`src/rtl/dss_pkg.sv`:
```
// Shared types and constants for the digit-serial subtractor.
// DSS_OVF_EN (defined by the build) adds the signed-overflow output.
package dss_pkg;

  typedef enum logic [1:0] {
    IDLE = 2'd0,
    RUN  = 2'd1,
    DONE = 2'd2
  } state_t;

  localparam int unsigned DSS_WIDTH = 16;
  localparam int unsigned DSS_DIGIT = 4;

  // Digit counter width: clog2(n), never below one bit.
  function automatic int unsigned cnt_width(input int unsigned n);
    return (n <= 1) ? 32'd1 : 32'($clog2(n));
  endfunction

endpackage

```
`src/rtl/cla_sub_slice.sv`:
```
// Combinational DIGIT-bit subtract slice: d = x - y - bi, bo = borrow out.
// Inverted carry-look-ahead: generate = ~x & y, propagate = ~(x ^ y).
module cla_sub_slice #(
  parameter int unsigned DIGIT = 4
) (
  input  logic [DIGIT-1:0] x,
  input  logic [DIGIT-1:0] y,
  input  logic             bi,
  output logic [DIGIT-1:0] d,
  output logic             bo
);

  logic [DIGIT-1:0] g;
  logic [DIGIT-1:0] p;
  logic [DIGIT:0]   c;

  assign g = ~x & y;
  assign p = ~(x ^ y);

  // Borrow chain: a bit borrows if it generates one, or passes one through.
  always_comb begin
    c    = '0;
    c[0] = bi;
    for (int i = 0; i < int'(DIGIT); i++) begin
      c[i+1] = g[i] | (p[i] & c[i]);
    end
  end

  assign d  = ~p ^ c[DIGIT-1:0];
  assign bo = c[DIGIT];

endmodule

```
`src/rtl/digit_serial_subtractor.sv`:
```
// Sequential a - b - bin, one DIGIT slice per clock, valid/ready on both sides.
// Optional ovf output under DSS_OVF_EN.
module digit_serial_subtractor
  import dss_pkg::*;
#(
  parameter int unsigned WIDTH = DSS_WIDTH,
  parameter int unsigned DIGIT = DSS_DIGIT
) (
  input  logic             clk,
  input  logic             rst,
  input  logic             in_valid,
  output logic             in_ready,
  input  logic [WIDTH-1:0] a,
  input  logic [WIDTH-1:0] b,
  input  logic             bin,
  output logic             out_valid,
  input  logic             out_ready,
  output logic [WIDTH-1:0] diff,
  output logic             bout
`ifdef DSS_OVF_EN
  ,
  output logic             ovf
`endif
);

  localparam int unsigned N  = WIDTH / DIGIT;
  localparam int unsigned CW = cnt_width(N);

  state_t           state;
  logic [WIDTH-1:0] a_sh;
  logic [WIDTH-1:0] b_sh;
  logic [WIDTH-1:0] diff_nxt;
  logic             borrow;
  logic [CW-1:0]    cnt;
  logic [DIGIT-1:0] d;
  logic             bo;
`ifdef DSS_OVF_EN
  logic             a_msb;
  logic             b_msb;
`endif

  cla_sub_slice #(.DIGIT(DIGIT)) u_slice (
    .x  (a_sh[DIGIT-1:0]),
    .y  (b_sh[DIGIT-1:0]),
    .bi (borrow),
    .d  (d),
    .bo (bo)
  );

  // New digit enters at the top; after N steps digit 0 sits at the bottom.
  generate
    if (N == 1) begin : g_one
      assign diff_nxt = d;
    end else begin : g_multi
      assign diff_nxt = {d, diff[WIDTH-1:DIGIT]};
    end
  endgenerate

  always_ff @(posedge clk or posedge rst) begin
    if (rst) begin
      state     <= IDLE;
      in_ready  <= 1'b1;
      out_valid <= 1'b0;
      diff      <= '0;
      bout      <= 1'b0;
      a_sh      <= '0;
      b_sh      <= '0;
      borrow    <= 1'b0;
      cnt       <= '0;
`ifdef DSS_OVF_EN
      ovf       <= 1'b0;
      a_msb     <= 1'b0;
      b_msb     <= 1'b0;
`endif
    end else begin
      case (state)
        IDLE: begin
          if (in_valid) begin
            state    <= RUN;
            in_ready <= 1'b0;
            a_sh     <= a;
            b_sh     <= b;
            borrow   <= bin;
            cnt      <= '0;
`ifdef DSS_OVF_EN
            a_msb    <= a[WIDTH-1];
            b_msb    <= b[WIDTH-1];
`endif
          end
        end
        RUN: begin
          a_sh   <= a_sh >> DIGIT;
          b_sh   <= b_sh >> DIGIT;
          diff   <= diff_nxt;
          borrow <= bo;
          cnt    <= cnt + CW'(1);
          if (cnt == CW'(N - 1)) begin
            state     <= DONE;
            out_valid <= 1'b1;
            bout      <= bo;
`ifdef DSS_OVF_EN
            ovf       <= (a_msb != b_msb) && (d[DIGIT-1] != a_msb);
`endif
          end
        end
        DONE: begin
          if (out_ready) begin
            state     <= IDLE;
            out_valid <= 1'b0;
            in_ready  <= 1'b1;
          end
        end
        default: begin
          state     <= IDLE;
          in_ready  <= 1'b1;
          out_valid <= 1'b0;
        end
      endcase
    end
  end

endmodule
```
`config.mk`:
```
export PLATFORM = sky130hd
export DESIGN_NAME = digit_serial_subtractor
export DESIGN_NICKNAME = d
export VERILOG_FILES = /design/src/rtl/dss_pkg.sv /design/src/rtl/cla_sub_slice.sv /design/src/rtl/digit_serial_subtractor.sv
export SDC_FILE = /design/constraint.sdc
export NUM_CORES = 1
export LEC_CHECK = 0
export ABC_AREA = 0
export CAP_MARGIN = 20
export CELL_PAD_IN_SITES_DETAIL_PLACEMENT = 1
export CELL_PAD_IN_SITES_GLOBAL_PLACEMENT = 1
export CORE_MARGIN = 10
export CORE_UTILIZATION = 39
export DETAILED_ROUTE_END_ITERATION = 8
export PLACE_DENSITY_LB_ADDON = 0.25
export SYNTH_ARGS = -nofsm -noshare
export SYNTH_HDL_FRONTEND = slang
export SYNTH_SLANG_ARGS = --single-unit
```
`constraint.sdc`:
```
create_clock -name clk -period 2.9 [get_ports clk]
set_clock_uncertainty 0.15 [all_clocks]
set_input_delay 0.58 -clock clk [delete_from_list [all_inputs] [get_ports clk]]
set_output_delay 0.58 -clock clk [all_outputs]
set_load 0.02 [all_outputs]
```
* After elaboration in Yosys (flattened, before gate mapping)
Cells that the tools add are included.
** Word-level totals
- Register bits after elaboration :: 56
- Output and inout port bits :: 19
- Word-level logic and storage cells :: 57
** Cells by class
- Add/sub/neg operators :: 1
- Eq/ne operators :: 6
- Muxes and demuxes :: 18
- Bitwise gates (word level) :: 16
- Reduce and logical (&&, ||, !) cells :: 7
** Operator list (count)
- $pmux W16 S2 :: 2
- $mux W16 :: 2
- $not A4 Y4 :: 3
- $reduce_and A3 Y1 :: 3
- $mux W2 :: 4
- $xor A4 B4 Y4 :: 2
- $ne A2 B2 Y1 const B :: 3
- $pmux W1 S3 :: 2
- $pmux W2 S3 :: 1
- $mux W1 :: 5
- $and A1 B1 Y1 :: 4
- $and A4 B4 Y4 :: 1
- $eq A2 B2 Y1 const B :: 2
- $or A1 B1 Y1 :: 4
- $pmux W2 S2 :: 1
- $reduce_and A2 Y1 :: 2
- $add A2 B1 Y2 const B :: 1
- $eq A2 B1 Y1 const B :: 1
- $logic_not A2 Y1 :: 1
- $not A1 Y1 :: 2
- $pmux W1 S2 :: 1
- $reduce_bool A2 Y1 :: 1

* Logic depth before layout (Yosys ltp)
- Word-level depth :: 11
- Depth in mapped cells :: 9
- Gate-level depth less buffers :: 9

* Cells and area by module
From an unflattened synthesis, not the netlist that was laid out.
** Second synthesis, totals
- Cell total of the unflattened synthesis :: 285
- Area, all modules :: 2836.5 um^2
** Modules (own cells, without submodules)
- digit_serial_subtractor :: instances 1, cells each 271, area each 2718.9 um^2
- cla_sub_slice :: instances 1, cells each 14, area each 117.6 um^2

* Worst setup path before layout
OpenSTA, ideal clock, no wires.
- Path kind :: reg-to-reg
- Start point :: register b_sh[0]
- End point :: register diff[15]
- Arrival time :: 1913 ps
- Slack :: 720 ps
- Stages on the path, launching flop included :: 10
- Buffers on the path :: 0
- Period minus slack after synthesis :: 2180 ps
- Cell sequence :: dfrtp_1 inv_1 fa_1 inv_1 fa_1 fa_1 inv_1 fa_1 nand2_1 nand2_1
** On the way
- Cells in the longest elaborated chain, start to end :: 9
- Elaborated cells on any way between the ends :: 10
- Classes of those cells :: 10 x bitwise
** RTL lines
- start, declared :: line digit_serial_subtractor.sv:31 : logic [WIDTH-1:0] b_sh;
- start signal, assigned :: line digit_serial_subtractor.sv:93 : b_sh <= b_sh >> DIGIT;
- $xor A4 B4 Y4 :: line cla_sub_slice.sv:18 : assign p = ~(x ^ y);
- $not A4 Y4 :: line cla_sub_slice.sv:18
- $and A1 B1 Y1 :: line cla_sub_slice.sv:25 : c[i+1] = g[i] | (p[i] & c[i]);
- $or A1 B1 Y1 (*) :: line cla_sub_slice.sv:25
- $and A1 B1 Y1 (*) :: line cla_sub_slice.sv:25
- $or A1 B1 Y1 (*) :: line cla_sub_slice.sv:25
- $and A1 B1 Y1 (*) :: line cla_sub_slice.sv:25
- $or A1 B1 Y1 (*) :: line cla_sub_slice.sv:25
- $xor A4 B4 Y4 (*) :: line cla_sub_slice.sv:29 : assign d = ~p ^ c[DIGIT-1:0];
- via d[3] :: line digit_serial_subtractor.sv:35 : logic [DIGIT-1:0] d;
- end signal, assigned :: line digit_serial_subtractor.sv:94 : diff <= diff_nxt;
- end, declared :: line digit_serial_subtractor.sv:18 : output logic [WIDTH-1:0] diff,
The timed path passes the listed nets; every way through them passes the cells marked *.
A chain may end at the register's enable or synchronous reset.

* Final worst setup path
Ends and elaborated chain as after synthesis.

==> summary.txt <==
Run status
  – Outcome: finished, final reports clean

Die
  – Die Span Y: 102.5 um
  – Number of cell rows: 29
  – I/O pin count: 56
  – Die Wd: 102.5 um
  – Initial Util: 0.4105
  – Die area: 0.01050 mm2
  – Core Box Area: 0.006459 mm2

Clock tree
  – Clock Tree Root: clkbuf_8
  – Post-CTS Setup Inserts: 0
  – CTS clk-pin slew, worst paths: 0.09 ns
  – Sink Count: 56
  – # resized after CTS: 0
  – CTS Buf Count: 5
  – H-Tree Depth: 2
  – Longest Clk Path Bufs: 2
  – CTS tree: done
  – Cts hold-fix bufs: 0
  – Clk_lat worst skew: 0.31 ns

Placement
  – Dpl cell area: 0.003229 mm2
  – Detailed placement HPWL: 4983 um
  – Placer Congestion: 0.7938
  – Port buffer count: 55
  – Pre-CTS WS: 0.6035 ns

Routing
  – WL/cell: 17.41 um
  – DRC: 0
  – Final ANT Viol Nets: 0
  – Routed via count: 2,151
  – Vias/cell: 5.391
  – Final wirelength: 6946 um
  – DR pass1 iterations: 4
  – DR iter-0 viols: 121

Worst hold path
  – Hold Crit Class: register to register
  – Hold Path Stages: 2

GRT
  – Vias in the first global route: 2,285
  – Layer with the highest usage: met2
  – GRT Overall Usage: 0.1364
  – Met2 layer usage reported by global route: 0.2272
  – Met1 GRT Util: 0.1712
  – Met3 GRT Util: 0.03104
  – Initial antenna violation count: 0
  – Largest net degree at the start of global routing: 57
  – First-pass GRT wire length: 11,390 um
  – GRT overflow: 0

Synth
  – Area contributors post-synth: dfrtp_1 52%, nor3_1 7.6%, nand2_1 7.4%, o22ai_1 4.2%, fa_1 3.0%
  – Syn Area/Cell: 9.747 um2
  – Post-synth top area share: 0.5191
  – Commonest cells in the netlist: 55 x dfrtp_1, 52 x nand2_1, 40 x nor3_1
  – Fraction of registers with async set/reset: 1.000
  – Cell count after synthesis: 272
  – Post-Syn Area: 0.002651 mm2
  – Post-synth top flop: dfrtp_1
  – Post-synth top area cell: dfrtp_1
  – Seq/Total Area, Yosys: 0.5290
  – Yosys cell types: 34
  – YS warnings: 0
  – EDFF count, synth: 0
  – Top-count cell post-synth: dfrtp_1
  – Post-Syn Nets: 314
  – Synthesized flop and latch total: 56

Worst setup path
  – WS Path Type: register to register
  – R2r setup slk: 0.59 ns
  – CP Max Fanout: 3
  – Worst Setup End Kind: register
  – Required @ worst endpoint: 2.96 ns
  – R2R cell count: 9
  – WP data arrival: 2.37 ns
  – Crit start category: register

Power
  – Clock network fraction of total power: 0.111
  – Power Dens Cells: 1128 mW/mm2
  – Combinational power share: 0.500
  – Flop pwr share: 0.389
  – Final Power: 3.730 mW
  – Worst VDD drop: 0.0005082 V
  – Leak Pwr: 1.416 nW
  – Switching pwr: 1.595 mW
  – Sw Share: 0.4275
  – Pint: 2.135 mW

Timing
  – RSZ-0062 raised after global routing: no
  – Min Tclk post-route: 2.310 ns
  – Tightest Pin Transition: 0.7476 ns
  – Fin Setup TNS: 0 ns
  – Max-Slew Margin vs Limit: 0.5016
  – Fin crit share: 0.7964
  – Fmax: 433.0 MHz
  – Final Slew Violations: 0
  – Fin. Hold Viols: 0
  – Final setup fails: 0
  – Setup ws final: 0.5903 ns

Flow run
  – Max Cap Viol: 0

Final layout
  – Final core utilization: 0.5120
  – Post-Layout Inst Area: 0.003307 mm2
  – Area Overhead vs Synth: 24.73%
  – Antenna diodes: 0
  – Share of cells above drive strength 1: 0.08385
  – Post-layout net count: 364
==> per-stage QoR <==
step | hold WS (ns) | std cells
after global routing | 0.3642 | 399
final | 0.3322 | 399
after detailed placement | 0.3195 | 392
after CTS | 0.3436 | 399
after global placement | 0.3086 | 392
after floorplan | 0.3018 | 272
==> cell type report <==
cell class	instances	area [um2]
fillers	754	3152
flip-flops and latches	56	1403
multi-input cells	183	1056
repair buffers	63	623.1
well taps	77	96.34
clock buffers	6	72.57
inverters	13	51.30
clock inverters	1	5.005
==> layout by cell type (no fill, tap or decap), types with 4 or more instances in the layout <==
master | synthesis | final
a21oi_1 | 6 | 6
buf_4 | 9 | 7
clkbuf_8 | 0 | 5
clkdlybuf4s50_1 | 0 | 55
dfrtp_1 | 55 | 55
fa_1 | 4 | 4
inv_1 | 12 | 11
nand2_1 | 52 | 52
nor2_1 | 8 | 8
nor3_1 | 40 | 40
nor3_2 | 5 | 5
nor3b_1 | 5 | 5
o21ai_0 | 13 | 13
o21ai_1 | 4 | 4
o22a_1 | 5 | 5
o22ai_1 | 18 | 18
o32ai_1 | 4 | 4
==> final timing paths <==
check,from,end
setup / recovery,b_sh[0],diff[15]
hold / removal,diff[0],diff[0]
setup reg to reg,b_sh[0],diff[15]
hold reg to reg,diff[0],diff[0]
max in group asynchronous,rst,in_ready
min in group asynchronous,rst,bout
==> sequential cells by signal, summed over array words and instances, names as in the netlist <==
| name | cells |
|---|---|
| state | 2 |
| b_sh | 16 |
| borrow | 1 |
| diff | 16 |
| a_sh | 16 |
| bout | 1 |
| cnt | 2 |
| in_ready | 1 |
| out_valid | 1 |
==> power by group through the flow <==
stage               clock network (mW)  logic (mW)  registers, mW
finish                           0.412        1.87           1.45
global route                     0.454        2.11           1.51
global placement                     0        1.82           1.45
detailed placement                   0        1.90           1.47
CTS                              0.431        1.90           1.46
floorplan                            0        1.21           1.53
==> cell families (layout without fill, tap and decap cells) <==
| kind of cell | after synthesis | in the layout | share of synthesized area |
|---|---|---|---|
| simple gates | 121 | 121 | 0.2204 |
| flops | 56 | 56 | 0.5290 |
| compound gates | 57 | 57 | 0.1430 |
| buf+inv | 33 | 83 | 0.07267 |
| fa+ha+maj | 5 | 5 | 0.03492 |
==> per-layer routing <==
| metal | vias to the layer above | share of wire | wire length, um |
|---|---|---|---|
| met1 | 1058 | 0.46 | 3183 |
| met3 | 7 | 0.039 | 273 |
| met4 | 0 | 0.014 | 97 |
| met5 | - | 0 | 0 |
| met2 | 41 | 0.49 | 3391 |
| li1 | 1045 | - | - |
==> critical path, cell delays in order, from the launching register on <==
cell     delay (ns)
dfrtp_1        0.41
inv_1          0.08
fa_1           0.17
inv_1          0.05
fa_1           0.38
fa_1           0.37
inv_1          0.08
fa_1           0.40
nand2_1        0.07
nand2_1        0.05
No activity file was read; power rests on OpenSTA's default activity.
